[src/rtl/uart_boot_loader_if.sv]
// Memory write port driven by the UART boot loader: byte address, little-endian
// data word and a one-cycle write strobe.
`timescale 1ns/1ps

interface uart_boot_loader_if;
    logic [31:0] mem_address;
    logic [31:0] mem_data;
    logic        mem_write_enable;

    modport master (output mem_address, output mem_data, output mem_write_enable);
    modport slave  (input  mem_address, input  mem_data, input  mem_write_enable);
endinterface

[src/rtl/uart_boot_loader.sv]
// UART (8N1, 16x oversampled) boot loader: SYNC, 16-bit word count, little-endian words -> memory writes.
// Optional trailing XOR checksum byte is enabled by defining LOADER_CSUM_EN.
`timescale 1ns/1ps

module uart_boot_loader #(
    parameter int          DVSR      = 326,
    parameter logic [31:0] BASE_ADDR = 32'h0000_0000,
    parameter logic [7:0]  SYNC_BYTE = 8'hA5
) (
    input  logic                       clk,
    input  logic                       reset,
    input  logic                       rx,
    uart_boot_loader_if.master         mem,
    output logic                       cpu_stall,
    output logic                       done,
    output logic                       error
);

    localparam int TW = (DVSR > 1) ? $clog2(DVSR) : 1;

    typedef enum logic [1:0] {RX_IDLE, RX_START, RX_DATA, RX_STOP} rx_state_t;
    typedef enum logic [2:0] {
        S_WAIT_SYNC, S_LEN_LO, S_LEN_HI, S_DATA, S_CSUM, S_DONE, S_ERR
    } sess_t;

`ifdef LOADER_CSUM_EN
    localparam sess_t S_FINAL = S_CSUM;
`else
    localparam sess_t S_FINAL = S_DONE;
`endif

    logic          rx_meta, rx_sync;
    logic [TW-1:0] tick_cnt;
    logic          tick;
    rx_state_t     rx_state, rx_next;
    logic [3:0]    tick_num;
    logic [2:0]    bit_num;
    logic [7:0]    rx_byte;
    logic          byte_valid, frame_err;
    sess_t         s_state, s_next;
    logic [7:0]    len_lo;
    logic [15:0]   word_total, word_idx;
    logic [1:0]    byte_idx;
    logic [23:0]   word_buf;
    logic          write_fire;

    // NOTE: sequential state uses <= only so every flop samples pre-edge values.
    always_ff @(posedge clk or posedge reset) begin
        if (reset) begin
            rx_meta <= 1'b1;
            rx_sync <= 1'b1;
        end else begin
            rx_meta <= rx;
            rx_sync <= rx_meta;
        end
    end

    assign tick = (tick_cnt == TW'(DVSR - 1));

    always_ff @(posedge clk or posedge reset) begin
        if (reset) tick_cnt <= '0;
        else       tick_cnt <= tick ? '0 : tick_cnt + 1'b1;
    end

    always_ff @(posedge clk or posedge reset) begin
        if (reset) rx_state <= RX_IDLE;
        else       rx_state <= rx_next;
    end

    // NOTE: every always_comb output gets a default first so no latch is inferred.
    always_comb begin
        rx_next = rx_state;
        case (rx_state)
            RX_IDLE:  if (!rx_sync) rx_next = RX_START;
            RX_START: if (tick && tick_num == 4'd7) rx_next = rx_sync ? RX_IDLE : RX_DATA;
            RX_DATA:  if (tick && tick_num == 4'd15 && bit_num == 3'd7) rx_next = RX_STOP;
            RX_STOP:  if (tick && tick_num == 4'd15) rx_next = RX_IDLE;
            default:  rx_next = RX_IDLE;
        endcase
    end

    always_comb begin
        byte_valid = 1'b0;
        frame_err  = 1'b0;
        if (rx_state == RX_STOP && tick && tick_num == 4'd15) begin
            byte_valid = rx_sync;
            frame_err  = !rx_sync;
        end
    end

    always_ff @(posedge clk or posedge reset) begin
        if (reset) begin
            tick_num <= '0;
            bit_num  <= '0;
            rx_byte  <= '0;
        end else begin
            case (rx_state)
                RX_IDLE: begin
                    tick_num <= '0;
                    bit_num  <= '0;
                end
                RX_START: if (tick) tick_num <= (tick_num == 4'd7) ? 4'd0 : tick_num + 4'd1;
                RX_DATA: if (tick) begin
                    tick_num <= tick_num + 4'd1;
                    if (tick_num == 4'd15) begin
                        rx_byte <= {rx_sync, rx_byte[7:1]};
                        bit_num <= bit_num + 3'd1;
                    end
                end
                RX_STOP: if (tick) tick_num <= tick_num + 4'd1;
                default: ;
            endcase
        end
    end

`ifdef LOADER_CSUM_EN
    logic [7:0] csum;

    always_ff @(posedge clk or posedge reset) begin
        if (reset) begin
            csum <= '0;
        end else if (byte_valid) begin
            if (s_state == S_WAIT_SYNC || s_state == S_DONE || s_state == S_ERR)
                csum <= '0;
            else if (s_state == S_LEN_LO || s_state == S_LEN_HI || s_state == S_DATA)
                csum <= csum ^ rx_byte;
        end
    end
`endif

    always_ff @(posedge clk or posedge reset) begin
        if (reset) s_state <= S_WAIT_SYNC;
        else       s_state <= s_next;
    end

    // A framing fault aborts any running or finished session; idle line noise is ignored.
    always_comb begin
        s_next = s_state;
        if (frame_err && s_state != S_WAIT_SYNC) begin
            s_next = S_ERR;
        end else if (byte_valid) begin
            case (s_state)
                S_WAIT_SYNC, S_DONE, S_ERR: if (rx_byte == SYNC_BYTE) s_next = S_LEN_LO;
                S_LEN_LO: s_next = S_LEN_HI;
                S_LEN_HI: s_next = ({rx_byte, len_lo} == 16'd0) ? S_FINAL : S_DATA;
                S_DATA:   if (byte_idx == 2'd3 && word_idx == word_total - 16'd1) s_next = S_FINAL;
`ifdef LOADER_CSUM_EN
                S_CSUM:   s_next = (rx_byte == csum) ? S_DONE : S_ERR;
`endif
                default: ;
            endcase
        end
    end

    always_comb begin
        cpu_stall  = 1'b0;
        done       = 1'b0;
        error      = 1'b0;
        write_fire = 1'b0;
        case (s_state)
            S_LEN_LO, S_LEN_HI, S_CSUM: cpu_stall = 1'b1;
            S_DATA: begin
                cpu_stall  = 1'b1;
                write_fire = byte_valid && byte_idx == 2'd3;
            end
            S_DONE: done  = 1'b1;
            S_ERR:  error = 1'b1;
            default: ;
        endcase
    end

    always_ff @(posedge clk or posedge reset) begin
        if (reset) begin
            len_lo               <= '0;
            word_total           <= '0;
            word_idx             <= '0;
            byte_idx             <= '0;
            word_buf             <= '0;
            mem.mem_address      <= '0;
            mem.mem_data         <= '0;
            mem.mem_write_enable <= 1'b0;
        end else begin
            mem.mem_write_enable <= write_fire;
            if (byte_valid) begin
                case (s_state)
                    S_WAIT_SYNC, S_DONE, S_ERR: if (rx_byte == SYNC_BYTE) begin
                        word_idx <= '0;
                        byte_idx <= '0;
                    end
                    S_LEN_LO: len_lo     <= rx_byte;
                    S_LEN_HI: word_total <= {rx_byte, len_lo};
                    S_DATA: begin
                        byte_idx <= byte_idx + 2'd1;
                        case (byte_idx)
                            2'd0: word_buf[7:0]   <= rx_byte;
                            2'd1: word_buf[15:8]  <= rx_byte;
                            2'd2: word_buf[23:16] <= rx_byte;
                            default: begin
                                mem.mem_address <= BASE_ADDR + {14'd0, word_idx, 2'b00};
                                mem.mem_data    <= {rx_byte, word_buf};
                                word_idx        <= word_idx + 16'd1;
                            end
                        endcase
                    end
                    default: ;
                endcase
            end
        end
    end

endmodule

[src/flat_wrapper.sv]
// flat-port wrapper written by rule: the top's interface ports become plain ports
module uart_boot_loader_flat 
#(
    parameter int          DVSR      = 326,
    parameter logic [31:0] BASE_ADDR = 32'h0000_0000,
    parameter logic [7:0]  SYNC_BYTE = 8'hA5
)
  (clk, reset, rx, cpu_stall, done, error, mem_mem_address, mem_mem_data, mem_mem_write_enable);
  uart_boot_loader_if mem_i ();
  input  logic clk;
  input  logic reset;
  input  logic rx;
  output logic cpu_stall;
  output logic done;
  output logic error;
  output wire logic [$bits(mem_i.mem_address)-1:0] mem_mem_address;
  output wire logic [$bits(mem_i.mem_data)-1:0] mem_mem_data;
  output wire logic [$bits(mem_i.mem_write_enable)-1:0] mem_mem_write_enable;
  assign mem_mem_address = mem_i.mem_address;
  assign mem_mem_data = mem_i.mem_data;
  assign mem_mem_write_enable = mem_i.mem_write_enable;
  uart_boot_loader #(.DVSR(DVSR), .BASE_ADDR(BASE_ADDR), .SYNC_BYTE(SYNC_BYTE)) u_core (.clk(clk), .reset(reset), .rx(rx), .mem(mem_i), .cpu_stall(cpu_stall), .done(done), .error(error));
endmodule
[config.mk]
export PLATFORM = sky130hd
export DESIGN_NAME = uart_boot_loader_flat
export DESIGN_NICKNAME = d
export VERILOG_FILES = /design/src/rtl/uart_boot_loader_if.sv /design/src/rtl/uart_boot_loader.sv /design/src/flat_wrapper.sv
export SDC_FILE = /design/constraint.sdc
export NUM_CORES = 1
export LEC_CHECK = 0
export BUFFER_PORTS_ARGS = -buffer_cell sky130_fd_sc_hd__buf_2
export CAP_MARGIN = 40
export CORE_ASPECT_RATIO = 1.4
export CORE_UTILIZATION = 62
export DETAILED_ROUTE_END_ITERATION = 7
export MAX_ROUTING_LAYER = met4
export PLACE_DENSITY = 0.89
export SLEW_MARGIN = 20
export SYNTH_ARGS = -nofsm -noshare
export SYNTH_HDL_FRONTEND = slang
export SYNTH_SLANG_ARGS = --single-unit
[constraint.sdc]
create_clock -name clk -period 13.9 [get_ports clk]
set_input_delay 2.78 -clock clk [delete_from_list [all_inputs] [get_ports clk]]
set_output_delay 2.78 -clock clk [all_outputs]
set_load 0.02 [all_outputs]
==> results of run 1 <==
-- state kept, by name, summed over array words and instances (netlist names), 4 cells and up, named ones only --
name                    count
u_core.tick_cnt             9
u_core.len_lo               8
u_core.word_idx            16
u_core.tick_num             4
u_core.rx_byte              8
u_core.word_total          16
u_core.mem.mem_address     16
u_core.word_buf            24
u_core.mem.mem_data        32
-- cell usage after synthesis, drive strengths merged, types with 3 or more instances --
cell type	count
clkbuf	21
inv	16
nor3b	5
mux2	98
nor2b	5
o21ai	25
and3	8
nand3	13
or3	4
nand4	10
ha	11
xnor2	31
and2	6
nor4	15
nor3	10
nor4b	6
or4	3
nor2	36
a21oi	9
mux2i	3
buf	23
xor2	8
a31oi	3
dfrtp	144
nand2	29
-- per-stage QoR --
| stage | util | std cells | instance area [µm²] |
|---|---|---|---|
| 4_1_cts | 0.722 | 784 | 7890 |
| 3_5_place_dp | 0.669 | 752 | 7300 |
| 3_3_place_gp | 0.664 | 750 | 7260 |
| 2_1_floorplan | - | 598 | 7070 |
| 5_1_grt | 0.723 | 785 | 7900 |
| 6_report | 0.723 | 785 | 7900 |
-- cell families (layout without fill, tap and decap cells) --
| logic type | after synthesis | after routing | share of synthesized area |
|---|---|---|---|
| other | 1 | 16 | 0.000534 |
| xor gates and xnor gates | 39 | 39 | 0.0487 |
| adders and majority gates | 11 | 11 | 0.0196 |
| and+or+nand+nor | 160 | 160 | 0.139 |
| buffers and inverters | 62 | 108 | 0.0513 |
| muxes | 101 | 101 | 0.162 |
| AOI/OAI and AO/OA | 63 | 63 | 0.0585 |
| DFF | 146 | 146 | 0.521 |
-- routing by layer --
layer / part of all wire / vias up / wire length (µm)
li1: - / 2150 / -
met1: 0.38 / 2399 / 5690
met2: 0.54 / 205 / 8090
met3: 0.047 / 58 / 707
met4: 0.040 / 0 / 611
met5: 0 / - / 0
-- worst paths after layout --
kind                                       from                      to  slack [ns]  cells after the start
min reg2reg                      u_core.rx_meta          u_core.rx_sync        0.36                      0
max in group asynchronous                 reset          u_core.rx_sync       10.33                      4
max reg2reg                u_core.word_total[0]       u_core.s_state[1]       10.81                      8
min                              u_core.rx_meta          u_core.rx_sync        0.36                      0
max                           u_core.s_state[0]                   error        9.51                      3
min in group asynchronous                 reset  u_core.mem.mem_data[6]        2.43                      2
-- final cells by class --
type	count	area, µm²	area share
Multi-Input combinational cell	390	3070	0.388
Inverter	16	65.1	0.00824
Sequential cell	146	3660	0.463
Timing Repair Buffer	60	355	0.0450
Clock inverter	12	125	0.0158
Clock buffer	20	457	0.0578
Tap cell	141	176	0.0223
-- power groups by stage --
stage               logic, µW  clock network, µW  registers, µW
floorplan                13.5                  0            434
global placement         12.5                  0            434
detailed placement       14.1                  0            434
CTS                      14.2                452            426
global route             16.0                467            426
finish                   13.7                447            426
==> results.ini, run 1 <==
[status]
status = completed

[finish]
final_common_cell = dfrtp_1
nFillCells = 700
area_growth_syn_to_layout_pct = 12.6
antenna_cells = 0
fin_nets = 645
final_cell_mix = 144 x dfrtp_1, 98 x mux2_2, 54 x buf_2
drive_gt1_frac = 0.340

[routing]
ant_nets = 0
routedWlPerCell_um = 19.2
drtIter0Drc = 408
drcViolationCount = 0
wl_mm = 15.1
firstDrtPassIters = 6
vias = 4812
viasPerCell = 6.13

[power]
p_sw_frac = 0.226
finalPower_uw = 887
ir_worst_vdd_uv = 96.6
leakagePower_uw = 0.00391
clkPwrFrac = 0.504
p_switching_uw = 201
intPower_uw = 686
power_frac_seq = 0.480
comb_power_share = 0.015
p_per_area_nw_per_um2 = 112

[clocking]
path_clk_slew_ns = 0.06
postCtsSetupBuffers = 0
hold_buffers = 0
cts_resized = 0
clock_path_buffers = 2
clock-root-buffer = clkbuf_16
clock_sinks = 146
cts_buffers = 17
cts_tree = done
htreeDepth = 4
insertion_delay_ns = 0.43

[die]
die_area_um2 = 11800
ios = 71
coreArea_um2 = 10900
rows = 45
dieHeight_um = 128
start_util = 0.642
die_w_um = 91.9

[logic_synthesis]
synth-async-reset-ratio = 1.00
synth_area_um2 = 7020
ys.flop_type = dfrtp_1
syn_inst = 583
avgSynthCellArea_um2 = 12.0
synth.distinct_cells = 68
yosysWarnings = 0
synth_edf_count = 0
ys_seq_area_frac = 0.521
netlist.area_leader.share = 0.513
yosysTopAreaCell = dfrtp_1
yosys-top-cells-area = dfrtp_1 51%, mux2_2 16%, xnor2_1 3.9%
ys_seq_elements = 146

[timing]
fin_skew_ns = 0.00716
period_minus_slack_ns = 4.39
setup_slack_ns = 9.51
final.setup.tns_ns = 0
tightestPinTransition_ns = 0.822
hold-worst-slack_ns = 0.355
final_hold_viol_count = 0
rsz0062_at_grt = false
fmax_mhz = 228
min_period_over_period = 0.316
max_slew_margin = 0.451
setup_viol = 0
slew_violations = 0

[global_route]
grt.total_usage = 0.288
grt_pass1_vias = 4935
grt_use_met3 = 0.0629
use_met1 = 0.316
antenna_found_initial = 0
busiest_layer = met2
grt_max_degree = 66
use_met2 = 0.493
grt_first_pass_wirelength_mm = 25.0
grt.overflow.total = 0

[worst_hold_path]
hp-class = reg -> reg

[worst_setup_path]
critPathSlowestCell = dfrtp_1
critPathBufInv = 1
critical_path.cell_chain = and2b_2 -> and2_1 -> buf_2
path_max_fanout = 14
worstPathArrival_ns = 1.61
crit_path_end_kind = output port
path_class = reg -> out
cp_slowest_stage_delay_ns = 0.60
required_ns = 11.12
critical-path-top-delay-family = flip-flops
cp-start-kind = flip-flop

[place]
place_congestion = 0.831
dp_hpwl_mm = 9.42
numPortBuffers = 54
place_ws_ns = 9.83

[run]
maxCapViolCount = 0

Note: power is estimated with default switching activity, not from simulation.
==> run 2: changes to the inputs <==
ABC_AREA = 1   (was unset)
CORE_UTILIZATION = 53   (was 62)
PLACE_DENSITY = 0.82   (was 0.89)
clock period = 3.9 ns   (was 13.9 ns; I/O delays follow)
==> results.ini, run 2 <==
[status]
status = completed

[die]
start_util = 0.544  ; -0.0986
ios = 71  ; unchanged
rows = 49  ; +8.9%
die_w_um = 99.2  ; +7.9%
coreArea_um2 = 12900  ; +18%
die_area_um2 = 13700  ; +16%
dieHeight_um = 138  ; +7.9%

[worst_setup_path]
path_depth = 6  ; +3
r2r.worst_path.cells = 10  ; +2
worstReg2RegStart = u_core.s_state[2]
r2r_end = u_core.word_idx[7]
crit_path_end = cpu_stall
critical_path.cell_chain = inv_2 -> nand2_1 -> nor2_1 -> inv_1 -> nand3_1 -> buf_2
critPathBufInv = 3  ; +2
path_max_fanout = 4  ; -10
critPathSlowestCell = dfrtp_1
path_class = reg -> out
startpoint = u_core.s_state[1]
critical-path-top-delay-family = simple AND/OR/NAND/NOR gates
cp_slowest_stage_delay_ns = 0.42  ; -0.18 ns
worstPathArrival_ns = 1.72  ; +0.11 ns
crit_path_end_kind = output port
cp-start-kind = flip-flop
rrSetupSlack_ns = 1.48  ; -9.33 ns
required_ns = 3.12  ; -8.00 ns

[finish]
largest_register = u_core.mem.mem_data
fin_area_um2 = 8000  ; +1.2%
fin_nets = 918  ; +42%
nFillCells = 1041  ; +49%
final_common_cell = nand2_1
drive_gt1_frac = 0.142  ; -0.198
regArea_um2 = 3660  ; unchanged
antenna_cells = 0  ; unchanged
largestRegisters = u_core.mem.mem_data x32, u_core.word_buf x24
final_cell_mix = 269 x nand2_1, 144 x dfrtp_1, 97 x o21ai_0
largest_reg_flops = 32  ; unchanged
multi_input_area_um2 = 2830  ; -7.6%
area_growth_syn_to_layout_pct = 14.2

[routing]
vias = 5819  ; +21%
drcViolationCount = 0  ; unchanged
wl_mm = 16.5  ; +9.4%
viasPerCell = 5.44  ; -11%
drtIter0Drc = 435  ; +6.6%
firstDrtPassIters = 5  ; -1
routedWlPerCell_um = 15.4  ; -20%
ant_nets = 0  ; unchanged

[logic_synthesis]
avgSynthCellArea_um2 = 8.26  ; -31%
netlist.area_leader.share = 0.515  ; +0.00110
synth.distinct_cells = 40  ; -41%
yosysMostFrequentCell = nand2_1
yosysTopAreaCell = dfrtp_1
ys.flop_type = dfrtp_1
syn_inst = 848  ; +45%
yosysWarnings = 0  ; unchanged
synthTopCellsByCount = 270 x nand2_1, 144 x dfrtp_1, 97 x o21ai_0
synth-async-reset-ratio = 1.00  ; unchanged
ys_seq_elements = 146  ; unchanged
yosys-top-cells-area = dfrtp_1 51%, nand2_1 14%, o21ai_0 6.9%
synth_area_um2 = 7000  ; -0.21%
ys_seq_area_frac = 0.522  ; +0.00112
synth_edf_count = 0  ; unchanged

[power]
ir_worst_vdd_uv = 365  ; +280%
leakagePower_uw = 0.00409  ; +4.5%
p_per_area_nw_per_um2 = 408  ; +260%

[clocking]
hold_buffers = 0  ; unchanged
clock_sinks = 146  ; unchanged
path_clk_slew_ns = 0.06  ; about the same
clock-root-buffer = clkbuf_16
cts_resized = 0  ; unchanged
cts_buffers = 17  ; unchanged
htreeDepth = 4  ; unchanged
insertion_delay_ns = 0.42  ; about the same
postCtsSetupBuffers = 0  ; unchanged
clock_path_buffers = 2  ; unchanged
cts_tree = done

[global_route]
grt.total_usage = 0.268  ; -0.0196
grt.overflow.total = 0  ; unchanged
grt_first_pass_wirelength_mm = 27.8  ; +11%
antenna_found_initial = 0  ; unchanged
grt_pass1_vias = 5752  ; +17%
grt_max_degree = 69  ; +4.5%

[timing]
fmax_mhz = 400
fin_skew_ns = 0.0112  ; +0.00404 ns
min_period_over_period = 0.641
tightestPinTransition_ns = 0.586  ; -0.236 ns
hold-worst-slack_ns = 0.358  ; +0.00219 ns
rsz0062_at_grt = false
final_hold_viol_count = 0  ; unchanged
final.setup.tns_ns = 0  ; unchanged
period_minus_slack_ns = 2.50
slew_violations = 0  ; unchanged
setup_viol = 0  ; unchanged
max_slew_margin = 0.609  ; +0.158

[worst_hold_path]
hp-class = in -> async

[place]
numPortBuffers = 54  ; unchanged
dpl_cell_area_um2 = 7360  ; +0.75%
place_congestion = 0.903  ; +8.6%
dp_hpwl_mm = 11.1  ; +17%

[run]
maxCapViolCount = 0  ; unchanged

run 2: cells by family after synthesis:
group | count (synthesis) | share of synthesized area
buffers and inverters | 126 | 0.0816
and+or+nand+nor | 416 | 0.255
AOI/OAI and AO/OA | 125 | 0.0926
adders and majority gates | 11 | 0.0197
xor gates and xnor gates | 23 | 0.0288
other | 1 | 0.000535
DFF | 146 | 0.522
run 2: power by group:
group | internal [µW] | switching (µW)
clock network | 993 | 700
registers | 1520 | 1.14
logic | 4.46 | 43.1
run 2: worst min path at each step:
stage	from	endpoint	cells past startpoint
6_report	reset	u_core.tick_cnt[4]	2
3_5_place_dp	u_core.rx_meta	u_core.rx_sync	0
5_1_grt	u_core.rx_meta	u_core.rx_sync	0
2_1_floorplan	u_core.rx_meta	u_core.rx_sync	0
3_3_place_gp	u_core.rx_meta	u_core.rx_sync	0
4_1_cts	reset	u_core.tick_cnt[5]	2
run 2: worst reg2reg max path, delay by kind of cell, from the launching register on:
kind | cells | cell delay, ns
flip-flops | 1 | 0.43
AND/OR/NAND/NOR | 6 | 1.26
AO/OA/AOI/OAI | 1 | 0.12
buffers and inverters | 3 | 0.51
run 2: metrics by stage:
step                      setup slack [ns]  std cells  utilization  total power (µW)
after floorplan                       1.29        863            -              1590
after global placement                1.42       1035        0.569              1590
after detailed placement              1.57       1037        0.572              1600
after CTS                             1.50       1069        0.620              3270
after global routing                  1.23       1070        0.621              3340
final                                 1.40       1070        0.621              3260
run 2: cell type report:
cell class | instances | area share
clock inverters | 14 | 0.0228
well taps | 153 | 0.0239
multi-input cells | 591 | 0.354
clock buffers | 18 | 0.0549
repair buffers | 60 | 0.0440
flip-flops and latches | 146 | 0.457
inverters | 88 | 0.0426
run 2: layer usage:
metal	wire length (µm)	track usage
met4	569	0.136
met1	6560	0.303
met5	0	-
met3	678	0.0399
met2	8690	0.459
